--- src/rtl/icache_assoc_pkg.sv ---
// rtl/icache_assoc_pkg.sv - shared cache state type and address-split helper
package icache_assoc_pkg;

  typedef enum logic [1:0] {IDLE, FILL, FLUSH} icache_state_t;

  // Extracts a width-bit field starting at lsb; shared with the dcache split.
  function automatic logic [31:0] addr_field(input logic [31:0] addr, input int lsb, input int width);
    logic [63:0] mask;
    mask = (64'd1 << width) - 64'd1;
    return (addr >> lsb) & mask[31:0];
  endfunction

endpackage

--- src/rtl/icache_way.sv ---
// rtl/icache_way.sv - one way: valid/tag/data arrays, combinational lookup, single write port
module icache_way
  import icache_assoc_pkg::*;
#(
  parameter int SETS  = 16,
  parameter int WORDS = 2,
  parameter int TAG_W = 27,
  localparam int IDX_W  = $clog2(SETS),
  localparam int WOFF_S = (WORDS > 1) ? $clog2(WORDS) : 1
) (
  input  logic              clk,
  input  logic              rst,
  input  logic [IDX_W-1:0]  rd_idx,
  input  logic [TAG_W-1:0]  rd_tag,
  input  logic [WOFF_S-1:0] rd_woff,
  output logic              rd_valid,
  output logic              rd_match,
  output logic [31:0]       rd_data,
  input  logic [IDX_W-1:0]  wr_idx,
  input  logic [WOFF_S-1:0] wr_woff,
  input  logic [31:0]       wr_data,
  input  logic [TAG_W-1:0]  wr_tag,
  input  logic              wr_en,
  input  logic              wr_install,
  input  logic              wr_inval
);

  logic [SETS-1:0]             valid;
  logic [TAG_W-1:0]            tags [SETS];
  logic [WORDS-1:0][31:0]      data [SETS];

  assign rd_valid = valid[rd_idx];
  assign rd_match = valid[rd_idx] && (tags[rd_idx] == rd_tag);
  assign rd_data  = data[rd_idx][rd_woff];

  always_ff @(posedge clk) begin
    if (wr_en)      data[wr_idx][wr_woff] <= wr_data;
    if (wr_install) tags[wr_idx] <= wr_tag;
  end

  always_ff @(posedge clk) begin
    if (rst)             valid <= '0;
    else if (wr_install) valid[wr_idx] <= 1'b1;
    else if (wr_inval)   valid[wr_idx] <= 1'b0;
  end

endmodule

--- src/rtl/icache_assoc.sv ---
// rtl/icache_assoc.sv - set-associative icache with block fill, round-robin replacement and flush sweep
module icache_assoc
  import icache_assoc_pkg::*;
#(
  parameter int SETS          = 16,
  parameter int WAYS          = 2,
  parameter int WORDS_PER_BLK = 2,
  parameter int CNT_W         = 32
) (
  input  logic             CLK,
  input  logic             RST,
  input  logic             imemREN,
  input  logic [31:0]      imemaddr,
  output logic             ihit,
  output logic [31:0]      imemload,
  output logic             iREN,
  output logic [31:0]      iaddr,
  input  logic             iwait,
  input  logic [31:0]      iload,
  input  logic             flush,
  output logic             flushed,
  output logic [CNT_W-1:0] hit_count,
  output logic [CNT_W-1:0] miss_count
);

  localparam int IDX    = $clog2(SETS);
  localparam int WOFF   = $clog2(WORDS_PER_BLK);
  localparam int WOFF_S = (WOFF > 0) ? WOFF : 1;
  localparam int TAG_W  = 30 - WOFF - IDX;
  localparam int BLK_W  = 30 - WOFF;
  localparam int PTR_W  = (WAYS > 1) ? $clog2(WAYS) : 1;

  icache_state_t     state;
  logic [IDX-1:0]    idx, fill_idx, sweep;
  logic [TAG_W-1:0]  tag, fill_tag;
  logic [WOFF_S-1:0] woff, wcnt;
  logic [BLK_W-1:0]  fill_blk;
  logic [PTR_W-1:0]  ptr [SETS];
  logic [PTR_W-1:0]  victim, fill_way;
  logic [WAYS-1:0]   way_valid, way_match;
  logic [31:0]       way_data [WAYS];
  logic              miss, fill_done;

  assign idx  = IDX'(addr_field(imemaddr, 2 + WOFF, IDX));
  assign tag  = TAG_W'(addr_field(imemaddr, 2 + WOFF + IDX, TAG_W));
  assign woff = WOFF_S'(addr_field(imemaddr, 2, WOFF));

  assign ihit      = (state == IDLE) && imemREN && (|way_match);
  assign miss      = (state == IDLE) && imemREN && !(|way_match);
  assign fill_done = (state == FILL) && !iwait && (wcnt == WOFF_S'(WORDS_PER_BLK - 1));
  assign iREN      = (state == FILL);
  assign iaddr     = iREN ? ((32'(fill_blk) << (WOFF + 2)) | (32'(wcnt) << 2)) : '0;

  // Lowest invalid way wins; the round-robin pointer only matters for a full set.
  always_comb begin
    victim = ptr[idx];
    for (int w = WAYS - 1; w >= 0; w--)
      if (!way_valid[w]) victim = PTR_W'(w);
  end

  always_comb begin
    imemload = '0;
    for (int w = 0; w < WAYS; w++)
      if (ihit && way_match[w]) imemload = imemload | way_data[w];
  end

  for (genvar w = 0; w < WAYS; w++) begin : g_way
    icache_way #(.SETS(SETS), .WORDS(WORDS_PER_BLK), .TAG_W(TAG_W)) u_way (
      .clk        (CLK),
      .rst        (RST),
      .rd_idx     (idx),
      .rd_tag     (tag),
      .rd_woff    (woff),
      .rd_valid   (way_valid[w]),
      .rd_match   (way_match[w]),
      .rd_data    (way_data[w]),
      .wr_idx     ((state == FLUSH) ? sweep : fill_idx),
      .wr_woff    (wcnt),
      .wr_data    (iload),
      .wr_tag     (fill_tag),
      .wr_en      ((state == FILL) && !iwait && (fill_way == PTR_W'(w))),
      .wr_install (fill_done && (fill_way == PTR_W'(w))),
      .wr_inval   (state == FLUSH)
    );
  end

  always_ff @(posedge CLK) begin
    if (RST) begin
      state      <= IDLE;
      wcnt       <= '0;
      sweep      <= '0;
      flushed    <= 1'b0;
      hit_count  <= '0;
      miss_count <= '0;
      fill_idx   <= '0;
      fill_tag   <= '0;
      fill_blk   <= '0;
      fill_way   <= '0;
      for (int s = 0; s < SETS; s++) ptr[s] <= '0;
    end else begin
      flushed <= 1'b0;
      if (ihit && hit_count != '1) hit_count <= hit_count + CNT_W'(1);
      case (state)
        IDLE: begin
          if (flush) begin
            state <= FLUSH;
            sweep <= '0;
          end else if (miss) begin
            state    <= FILL;
            fill_blk <= imemaddr[31 -: BLK_W];
            fill_idx <= idx;
            fill_tag <= tag;
            fill_way <= victim;
            wcnt     <= '0;
            if (miss_count != '1) miss_count <= miss_count + CNT_W'(1);
          end
        end
        FILL: begin
          if (!iwait) begin
            wcnt <= wcnt + WOFF_S'(1);
            if (fill_done) begin
              state <= IDLE;
              if (fill_way == ptr[fill_idx])
                ptr[fill_idx] <= (WAYS == 1) ? '0 : fill_way + PTR_W'(1);
            end
          end
        end
        FLUSH: begin
          ptr[sweep] <= '0;
          sweep      <= sweep + IDX'(1);
          if (sweep == IDX'(SETS - 1)) begin
            state   <= IDLE;
            flushed <= 1'b1;
          end
        end
        default: state <= IDLE;
      endcase
    end
  end

endmodule
--- config.mk ---
export PLATFORM = sky130hd
export DESIGN_NAME = icache_assoc
export DESIGN_NICKNAME = d
export VERILOG_FILES = /design/src/rtl/icache_assoc_pkg.sv /design/src/rtl/icache_way.sv /design/src/rtl/icache_assoc.sv
export SDC_FILE = /design/constraint.sdc
export NUM_CORES = 2
export LEC_CHECK = 0
export CAP_MARGIN = 40
export CORE_MARGIN = 4
export CORE_UTILIZATION = 28
export CTS_BUF_LIST = sky130_fd_sc_hd__clkbuf_16
export DETAILED_ROUTE_END_ITERATION = 8
export PLACE_DENSITY = 0.51
export SYNTH_ARGS = -nofsm -noshare
export SYNTH_HDL_FRONTEND = slang
export SYNTH_SLANG_ARGS = --single-unit
export TNS_END_PERCENT = 1
--- constraint.sdc ---
create_clock -name CLK -period 4.9 [get_ports CLK]
set_clock_uncertainty 0.2 [all_clocks]
set_input_delay 0.49 -clock CLK [delete_from_list [all_inputs] [get_ports CLK]]
set_output_delay 0.49 -clock CLK [all_outputs]
set_load 0.03 [all_outputs]
==> results.yml <==
floorplan:
  start_util: 0.282
  coreArea_um2: 417000
  die-width_um: 656
  die-height_um: 656
  rows: 237
  die-area_um2: 430000
  ioPinCount: 200
worst_setup_path:
  crit_family: "compound AO/OA/AOI/OAI gates"
  crit_type: "reg2out"
  crit_path_cell_trace: "mux4_2 -> a22o_1 -> a221oi_4 -> xor2_1 -> buf_4 -> o31ai_4 -> nor4_2 -> nand4_1 -> buf_12 -> buf_16 -> o22ai_4 -> buf_6 -> buf_12"
  cp-start-kind: "flop"
  required_ns: 4.21
  critical_path.max_stage_delay_ns: 0.48
  end_kind: "output port"
  crit_slowest_cell: "mux4_2"
  crit_top_cell: "buf_12"
  critPathBufInv: 5
  critPathArrivalTime_ns: 4.20
  cp_max_fo: 5
cells_and_area:
  nets: 6366
  syn2layout_area_growth_pct: 21.6
  regArea_um2: 88800
  fillers: 38700
  layout_common_cells: "edfxtp_1 (2864), mux4_2 (780), clkbuf_16 (330)"
  design_area_um2: 143000
  drive_above_1_share: 0.306
  layout_commonest_cell: "edfxtp_1"
  multi_input_area_um2: 28200
global_route:
  grt_max_degree: 77
  grt_overflow: 0
  grt_pass1_wl_mm: 498
  grt_pass1_vias: 62000
  gr-usage-all-layers: 0.162
  antenna_found_initial: 23
yosys:
  yosys_warnings: 0
  yosysTopAreaCell: "edfxtp_1"
  yosysTopAreaCellShare: 0.732
  syn_avg_cell_area_um2: 21.2
  synth_cell_types: 78
  synth-edff-count: 2864
  synth_area_um2: 117000
  synthArstFlopShare: 0
  ys_seq_area_frac: 0.756
  ys_ff_latch: 3002
  synthFlopType: "edfxtp_1"
  synth.area.top_cells: "edfxtp_1 (73%), mux4_2 (15%), dfxtp_1 (2.4%)"
  syn_inst: 5544
clock_tree:
  htreeDepth: 5
  cts_buffer_depth: 4
  insertion_delay_ns: 0.90
  cts.sinks: 3002
  cts_tree: "yes"
  clockRootBuffer: "clkbuf_16"
  cts.clk_slew.worst_paths_ns: 0.05
  cts_buffers: 324
route:
  final_antenna_net_count: 0
  dr_total_vias: 61500
  via_per_inst: 5.10
  firstDrtPassIters: 5
  drt_wl_total_mm: 361
  wl_per_cell_um: 29.9
  drt_iter0_markers: 6575
  route.detailed.drc: 0
place:
  hpwl_mm: 205
  finalWeightedCongestion: 0.778
  portBuffers: 195
  placed_cell_area_um2: 131000
timing:
  period_minus_slack_ns: 4.89
  final-max-slew-violation-count: 0
  hold_violations: 0
  slew_headroom: 0.386
  rsz0062_at_grt: "true"
  tightestPinTransition_ns: 0.919
  setup_viol: 0
  fin_crit_sh: 0.997
  fmax_mhz: 205
power:
  power_frac_comb: 0.051
  vdd_ir_drop_max_mv: 0.273
  power.density_nw_per_um2: 386
  power_mw: 55.1
  switchingPower_mw: 11.9
  seqPwrFrac: 0.510
  internal_power_mw: 43.2
  p_clk_frac: 0.439
  p_sw_frac: 0.216
  p_leak_nw: 45.1
status:
  status: "completed"
min_path:
  min_path_type: "in2reg"
job:
  cap_viol_max_count: 0
## final cells by class
cell class / instances / area share
flip-flops and latches: 3002 / 0.621
multi-input cells: 2184 / 0.198
repair buffers: 727 / 0.0584
clock buffers: 328 / 0.0574
well taps: 5497 / 0.0481
clock inverters: 255 / 0.0155
inverters: 55 / 0.00148
diodes: 11 / 0.000193
## stage by stage
| step | hold WS [ns] | setup TNS (ns) | worst slack [ns] | utilization | instances |
|---|---|---|---|---|---|
| 6_report | 0.158 | 0 | 0.0144 | 0.342 | 12100 |
| 5_1_grt | 0.123 | -3.84 | -0.191 | 0.342 | 12100 |
| 4_1_cts | 0.0687 | -1.59 | -0.134 | 0.342 | 12000 |
| 3_5_place_dp | 0.269 | -3.18 | -0.347 | 0.315 | 11400 |
| 3_3_place_gp | 0.261 | -3.46 | -0.358 | 0.312 | 11400 |
| 2_1_floorplan | 0.250 | 0 | 0.430 | - | 5545 |
## power by group through the flow
stage	sequential [mW]	combinational [mW]	clock (mW)
2_1_floorplan	28.7	1.44	0
3_3_place_gp	28.7	2.60	0
3_5_place_dp	28.7	2.78	0
4_1_cts	28.1	2.85	24.7
5_1_grt	28.1	2.99	25.8
6_report	28.1	2.82	24.2
## Yosys cell counts, drive strengths merged (17+ instances only)
library cell and n:
buf 136, mux4 780, a22o 19, xor2 20
nor4 20, nor3 19, a21oi 99, or3 19
o22ai 46, nand3 41, or4 28, nand2 131
mux2 40, clkbuf 169, xnor2 27, and3 17
o31ai 32, inv 55, nor2b 27, o21ai 72
edfxtp 2864, nor2 215, a22oi 48, mux2i 270
dfxtp 138, nand4 26, and2 39
## worst reg2reg max path: stages (launching register included)
cell and delay [ns]:
dfxtp_1 0.43, and4_1 0.29, nand4_1 0.22, nor4_1 0.66
nand4_1 0.34, nor2_1 0.25, nand4_1 0.60, or4_1 0.74
or3_1 0.33, a21oi_1 0.14
## worst paths after layout
kind                                                  from            end  slack, ns  depth (start not counted)
worst max-delay path            g_way[0].u_way.tags[1][21]    imemload[2]       0.01                         13
worst min-delay path                                 iwait       state[0]       0.16                          3
worst min register to register                        flop           flop       0.28                          2
worst max register to register                hit_count[4]  hit_count[23]       0.64                          9
## what timing repair did
| action | in CTS | in global routing |
|---|---|---|
| setup endpoints to repair | 33 | 33 |
| hold endpoints to repair | 1584 | 0 |
| gates cloned | 4 | 2 |
| resized for setup | 75 | 14 |
| hold buffers | 33 | 0 |
| buffers inserted | 3 | 1 |
| pin swaps | 22 | 8 |
## sequential cells by signal, summed over array words and instances, names as in the netlist, named ones only
register,cells
fill_blk,1
fill_idx,3
fill_tag,25
fill_way,1
flushed,1
g_way.u_way.data,2048
g_way.u_way.tags,800
hit_count,32
miss_count,32
ptr,16
state,2
sweep,4
wcnt,1
## metal layers
metal  wire [um]  global-route usage  up-vias
met1      154000               0.227    33900
met2      171000               0.263     2341
met5          13                   0        -
met3       24500              0.0250      546
met4       11500              0.0472        2
li1            -                   -    24800
## logic make-up (layout without fill, tap and decap cells)
group                      Yosys count  after routing  share of synthesized area
and+or+nand+nor                    640            641                     0.0276
buffers and inverters              360           1365                     0.0141
adders and majority gates            3              3                   0.000320
AOI/OAI and AO/OA                  401            401                     0.0223
muxes                             1090           1090                      0.176
DFF                               3002           3002                      0.756
other                                1             13                  0.0000319
xor gates and xnor gates            47             47                    0.00357
Note: power is estimated with default switching activity, not from simulation.
